<file path="src/rtl/legal_chk_pkg.sv">
// Shared definitions for the instruction-legality stage: RV opcodes, funct7 codes,
// SYSTEM immediates and the trap FSM state type.
package legal_chk_pkg;

    localparam logic [6:0] OP        = 7'b0110011;
    localparam logic [6:0] OP_IMM    = 7'b0010011;
    localparam logic [6:0] OP_32     = 7'b0111011;
    localparam logic [6:0] OP_IMM_32 = 7'b0011011;
    localparam logic [6:0] LOAD      = 7'b0000011;
    localparam logic [6:0] STORE     = 7'b0100011;
    localparam logic [6:0] BRANCH    = 7'b1100011;
    localparam logic [6:0] JAL       = 7'b1101111;
    localparam logic [6:0] JALR      = 7'b1100111;
    localparam logic [6:0] LUI       = 7'b0110111;
    localparam logic [6:0] AUIPC     = 7'b0010111;
    localparam logic [6:0] SYSTEM    = 7'b1110011;

    localparam logic [6:0] F7_BASE = 7'h00;
    localparam logic [6:0] F7_ALT  = 7'h20;
    localparam logic [6:0] F7_MUL  = 7'h01;

    // inst[31:7] of the privileged SYSTEM encodings with funct3 = 0
    localparam logic [24:0] SYS_ECALL  = 25'h0000000;
    localparam logic [24:0] SYS_EBREAK = 25'h0002000;
    localparam logic [24:0] SYS_MRET   = 25'h0604000;

    typedef enum logic {
        RUN       = 1'b0,
        TRAP_WAIT = 1'b1
    } state_e;

    // Immediate shifts: with a 6-bit shamt, inst[25] is shamt[5] and not part of funct7.
    function automatic logic imm_shift_ok(input logic [6:0] f7, input logic wide_shamt,
                                          input logic alt_ok);
        logic [6:0] hi;
        hi = wide_shamt ? {f7[6:1], 1'b0} : f7;
        return (hi == F7_BASE) || (alt_ok && (hi == F7_ALT));
    endfunction

endpackage

</file>
<file path="src/rtl/legal_decode.sv">
// Combinational legality classifier for one 32-bit instruction word against
// RV32I/RV64I, optional M, Zicsr and ecall/ebreak/mret.
module legal_decode #(
    parameter int XLEN  = 64,
    parameter int M_EXT = 1
) (
    input  logic [31:0] inst,
    output logic        illegal
);
    import legal_chk_pkg::*;

    localparam bit RV64  = (XLEN == 64);
    localparam bit M_ON  = (M_EXT != 0);

    logic [6:0] opcode;
    logic [2:0] f3;
    logic [6:0] f7;
    logic       legal;

    assign opcode = inst[6:0];
    assign f3     = inst[14:12];
    assign f7     = inst[31:25];

    // opcode includes inst[1:0], so compressed encodings fall into the default arm
    always_comb begin
        legal = 1'b0;
        case (opcode)
            LUI, AUIPC, JAL: legal = 1'b1;
            JALR:            legal = (f3 == 3'd0);
            BRANCH:          legal = (f3 != 3'd2) && (f3 != 3'd3);
            LOAD: begin
                case (f3)
                    3'd0, 3'd1, 3'd2, 3'd4, 3'd5: legal = 1'b1;
                    3'd3, 3'd6:                   legal = RV64;
                    default:                      legal = 1'b0;
                endcase
            end
            STORE:           legal = (f3 <= 3'd2) || ((f3 == 3'd3) && RV64);
            OP_IMM: begin
                case (f3)
                    3'd1:    legal = imm_shift_ok(f7, RV64, 1'b0);
                    3'd5:    legal = imm_shift_ok(f7, RV64, 1'b1);
                    default: legal = 1'b1;
                endcase
            end
            OP: begin
                case (f7)
                    F7_BASE: legal = 1'b1;
                    F7_ALT:  legal = (f3 == 3'd0) || (f3 == 3'd5);
                    F7_MUL:  legal = M_ON;
                    default: legal = 1'b0;
                endcase
            end
            OP_IMM_32: begin
                case (f3)
                    3'd0:    legal = RV64;
                    3'd1:    legal = RV64 && (f7 == F7_BASE);
                    3'd5:    legal = RV64 && ((f7 == F7_BASE) || (f7 == F7_ALT));
                    default: legal = 1'b0;
                endcase
            end
            OP_32: begin
                case (f7)
                    F7_BASE: legal = RV64 && ((f3 == 3'd0) || (f3 == 3'd1) || (f3 == 3'd5));
                    F7_ALT:  legal = RV64 && ((f3 == 3'd0) || (f3 == 3'd5));
                    F7_MUL:  legal = RV64 && M_ON && (f3 != 3'd1) && (f3 != 3'd2) && (f3 != 3'd3);
                    default: legal = 1'b0;
                endcase
            end
            SYSTEM: begin
                if (f3 == 3'd0)
                    legal = (inst[31:7] == SYS_ECALL) || (inst[31:7] == SYS_EBREAK) ||
                            (inst[31:7] == SYS_MRET);
                else
                    legal = (f3 != 3'd4);
            end
            default: legal = 1'b0;
        endcase
    end

    assign illegal = ~legal;

endmodule

</file>
<file path="config.mk">
export PLATFORM = sky130hd
export DESIGN_NAME = legal_decode
export DESIGN_NICKNAME = d
export VERILOG_FILES = /design/src/rtl/legal_chk_pkg.sv /design/src/rtl/legal_decode.sv
export SDC_FILE = /design/constraint.sdc
export NUM_CORES = 1
export LEC_CHECK = 0
export ABC_AREA = 1
export BUFFER_PORTS_ARGS = -buffer_cell sky130_fd_sc_hd__buf_2
export CAP_MARGIN = 40
export CORE_AREA = 5 5 42 44
export DETAILED_ROUTE_END_ITERATION = 10
export DIE_AREA = 0 0 47 49
export PLACE_DENSITY = 0.72
export SLEW_MARGIN = 20
export SYNTH_ARGS = -nofsm -noshare
export SYNTH_HDL_FRONTEND = slang
export SYNTH_SLANG_ARGS = --single-unit
</file>
<file path="constraint.sdc">
create_clock -name vclk -period 2.2
set_clock_uncertainty 0.1 [all_clocks]
set_input_delay 0.33 -clock vclk [all_inputs]
set_output_delay 0.33 -clock vclk [all_outputs]
set_load 0.05 [all_outputs]
</file>
Yosys cells after proc, flatten, opt, wreduce, memory -nomap -nowiden

Index checks and enable logic that the tools add are counted.

Input port bits: 32
Word-level logic and storage cells: 54
Bits in registers: 0

Reduce and logical (&&, ||, !) cells: 18
Equal/unequal tests: 27
Multiplexer cells: 7
Bitwise operators: 1
$lt $le $gt $ge: 1

Operators by type and width:

| kind                   | number |
|---|---|
| $eq A7 B6 Y1 const B   | 5 |
| $eq A7 B7 Y1 const B   | 4 |
| $eq A25 B14 Y1 const B | 1 |
| $eq A25 B23 Y1 const B | 1 |
| $logic_not A25 Y1      | 1 |
| $eq A7 B5 Y1 const B   | 3 |
| $pmux W1 S10           | 1 |
| $eq A3 B3 Y1 const B   | 3 |
| $logic_or A1 B1 Y1     | 8 |
| $eq A7 B1 Y1 const B   | 1 |
| $eq A7 B2 Y1 const B   | 1 |
| $logic_not A7 Y1       | 1 |
| $reduce_or A7 Y1       | 1 |
| $eq A3 B2 Y1 const B   | 2 |
| $eq A6 B5 Y1 const B   | 1 |
| $logic_not A6 Y1       | 1 |
| $ne A3 B2 Y1 const B   | 2 |
| $pmux W1 S3            | 2 |
| $pmux W1 S2            | 2 |
| $eq A3 B1 Y1 const B   | 1 |
| $le A3 B2 Y1 const B   | 1 |
| $logic_and A1 B1 Y1    | 3 |
| $logic_not A3 Y1       | 1 |
| $ne A3 B1 Y1 const B   | 1 |
| other kinds (5)        | 6 |

Logic depth before layout (Yosys ltp)

Depth after elaboration: 6
Gate-level depth with buffers: 11
Gate-level depth less buffers: 11

Worst setup path after synthesis

Ideal clock, no wire load.

Path kind: in2out
Start point: in inst[1]
End point: out illegal
Path slack: 0.461 ns
Stages on the path: 9
Path buffers: 0
Required time: 1.770 ns
Data arrival time: 1.309 ns
Cells stage by stage: nand2_1 inv_1 nand2_1 inv_1 nand3_1 o21ai_0 nor2_2 nand2_1 nor2_2

Cells in the longest elaborated chain, start to end: 4
Elaborated cells between the ends (all ways): 15
Those cells by class: 12 x eq/ne; 1 x mux; 1 x bitwise; 1 x reduce/logical

RTL lines:

| what                                 | RTL line           | RTL |
|---|---|---|
| from (decl)                          | legal_decode.sv:7  | `input logic [31:0] inst,` |
| $eq A7 B6 Y1 (tied with other cells) | legal_decode.sv:27 | `case (opcode)` |
| $reduce_or A3 Y1                     | legal_decode.sv:27 |  |
| $pmux W1 S10 *                       | legal_decode.sv:27 |  |
| $not A1 Y1 *                         | legal_decode.sv:81 | `assign illegal = ~legal;` |
| to (decl)                            | legal_decode.sv:8  | `output logic illegal` |

Every way passes the cells marked *; elsewhere a longest branch is shown, timed or not.

Worst setup path in the final report

Start point: in inst[4]
End point: out illegal

Same word-level chain as after synthesis.

==> out/qor.txt <==
Hold WS: 1.16 ns
Syn-to-layout area delta: 38.1%
Initial Util: 0.346
Post-CTS Hold Buffers: 0
vias per cell: 4.55
Final Max Slew Viols: 0
Fin Setup TNS: 0 ns
gr usage total: 0.112
Seq pwr share: 0
Post-Syn Area: 485 sq um
Max Freq: 542 MHz
max cap viols: 0
CP Buf/Inv Count: 3
nets: 183
Synth area leader: nand2_1
Setup Fix Bufs, Post-CTS: 0
vias in the first global route: 628
crit path DAT: 1.42 ns
DP HPWL: 1250 um
router iterations before antenna repair: 4
Post-Syn Nets: 148
Worst path max stage delay: 0.20 ns
Comb pwr share: 1.000
FF+latch area: 0 sq um
top cell type's share of synthesized area: 0.309
CP endpoint kind: output port
Clock power frac: 0
Slew @ Worst Pin: 0.248 ns
crit path kind: primary input to output port
Core Area: 0.00140 sq mm
leakage dissipation: 0.407 nW
Vias: 751
Iter 0 DRT Violations: 15
top cells by area, synth: nand2_1 (31%), nor2_1 (21%), nand3_1 (13%), inv_1 (13%), nor3_1 (4.1%)
Die Ht: 49 um
yosys warns: 0
IO Port Bufs: 33
family with the most delay on the worst path: simple AND/OR/NAND/NOR gates
gr ovfl total: 0
Tmin final: 1.85 ns
worst min path class: primary input to output port
fraction of layout instances using a drive strength above 1: 0.275
num ports: 33
# resized after CTS: 0
first-pass GRT wire length: 2150 um
synth cell count leaders: nand2_1 (40), nor2_1 (27), inv_1 (17), nand3_1 (13), nor3_1 (4)
sequential cell count: 0
die area: 0.00230 sq mm
VDD IR max: 0.0632 mV
CP Data Required Time: 1.77 ns
initial antenna violation count: 0
final setup fails: 0
Setup crit start kind: primary input
run status: finished, final reports clean
power per standard cell area: 122 mW/mm^2
most common cell in the synthesized netlist: nand2_1
Synth cell types: 14
Die Wd: 47 um
GPL Wtd Cong: 0.895
RSZ-0062 raised after global routing: false
Avg Inst Size Synth: 4.19 sq um
Core Util, Final: 0.479
endpoints failing hold: 0
largest net degree at the start of global routing: 7
crit-path cells: buf_2, inv_1, nand2_1, nor2_1, nand3_1, o21ai_0, nor2_2, nand2_1, nor2_2, buf_2
Worst slew margin: 0.836
row cnt: 14
clkbuf count: 0
Sw Share: 0.568
sequential area share after synthesis: 0
CP max FO: 3
Net Sw Power: 0.0466 mW
Slowest-stage cell, CP: o21ai_0
P_int: 0.0355 mW
post-route ant nets: 0
Routed WL per cell: 8.14 um
FILL cells: 172
# diodes: 0
ratio of final minimum period to clock period: 0.839
Post-Synthesis Cells: 116
drt drc: 0
Routed WL: 1340 um
layer usage:
| metal | share of wire | wire length [um] | track usage | up-vias |
|---|---|---|---|---|
| met5 | 0 | 0 | 0 | - |
| met1 | 0.44 | 589 | 0.148 | 316 |
| met4 | 0 | 0 | 0.00922 | 0 |
| met2 | 0.51 | 684 | 0.199 | 16 |
| li1 | - | - | - | 419 |
| met3 | 0.051 | 69 | 0.00369 | 0 |
logic make-up after synthesis:
family | Yosys count | synth area share
AO/OA/AOI/OAI | 4 | 0.0412
AND/OR/NAND/NOR | 91 | 0.796
buffers and inverters | 21 | 0.162
power by group through the flow:
stage	sequential [mW]	combinational [mW]	clock [mW]
after global routing	0	0.0927	0
after floorplan	0	0.0396	0
after CTS	0	0.0823	0
after global placement	0	0.0801	0
final	0	0.0821	0
after detailed placement	0	0.0820	0
cell type report:
type                       count  area [sq um]  area share
inverter                      21          78.8       0.118
timing repair buffer          33           165       0.246
multi-input combinational     95           407       0.606
tap                           16          20.0      0.0299
final timing paths:
check | startpoint | end | slack (ns) | cells after the start
min | inst[12] | illegal | 1.16 | 7
max | inst[4] | illegal | 0.35 | 10
cell usage in the layout, fill, tap and decap left out, drive strengths merged:
master	n
inv	20
nor3b	1
a21oi	1
nand3	13
nand4	1
nor3	4
o21ai	3
clkinv	1
nor2	30
buf	33
nand2	42
stage by stage:
step	area, sq um	power, mW	worst slack, ns	cells
detailed placement	671	0.0820	0.352	165
floorplan	485	0.0396	0.461	116
finish	671	0.0821	0.354	165
global route	671	0.0927	0.200	165
global placement	671	0.0801	0.367	165
CTS	671	0.0823	0.351	165
No activity file was read; power rests on OpenSTA's default activity.
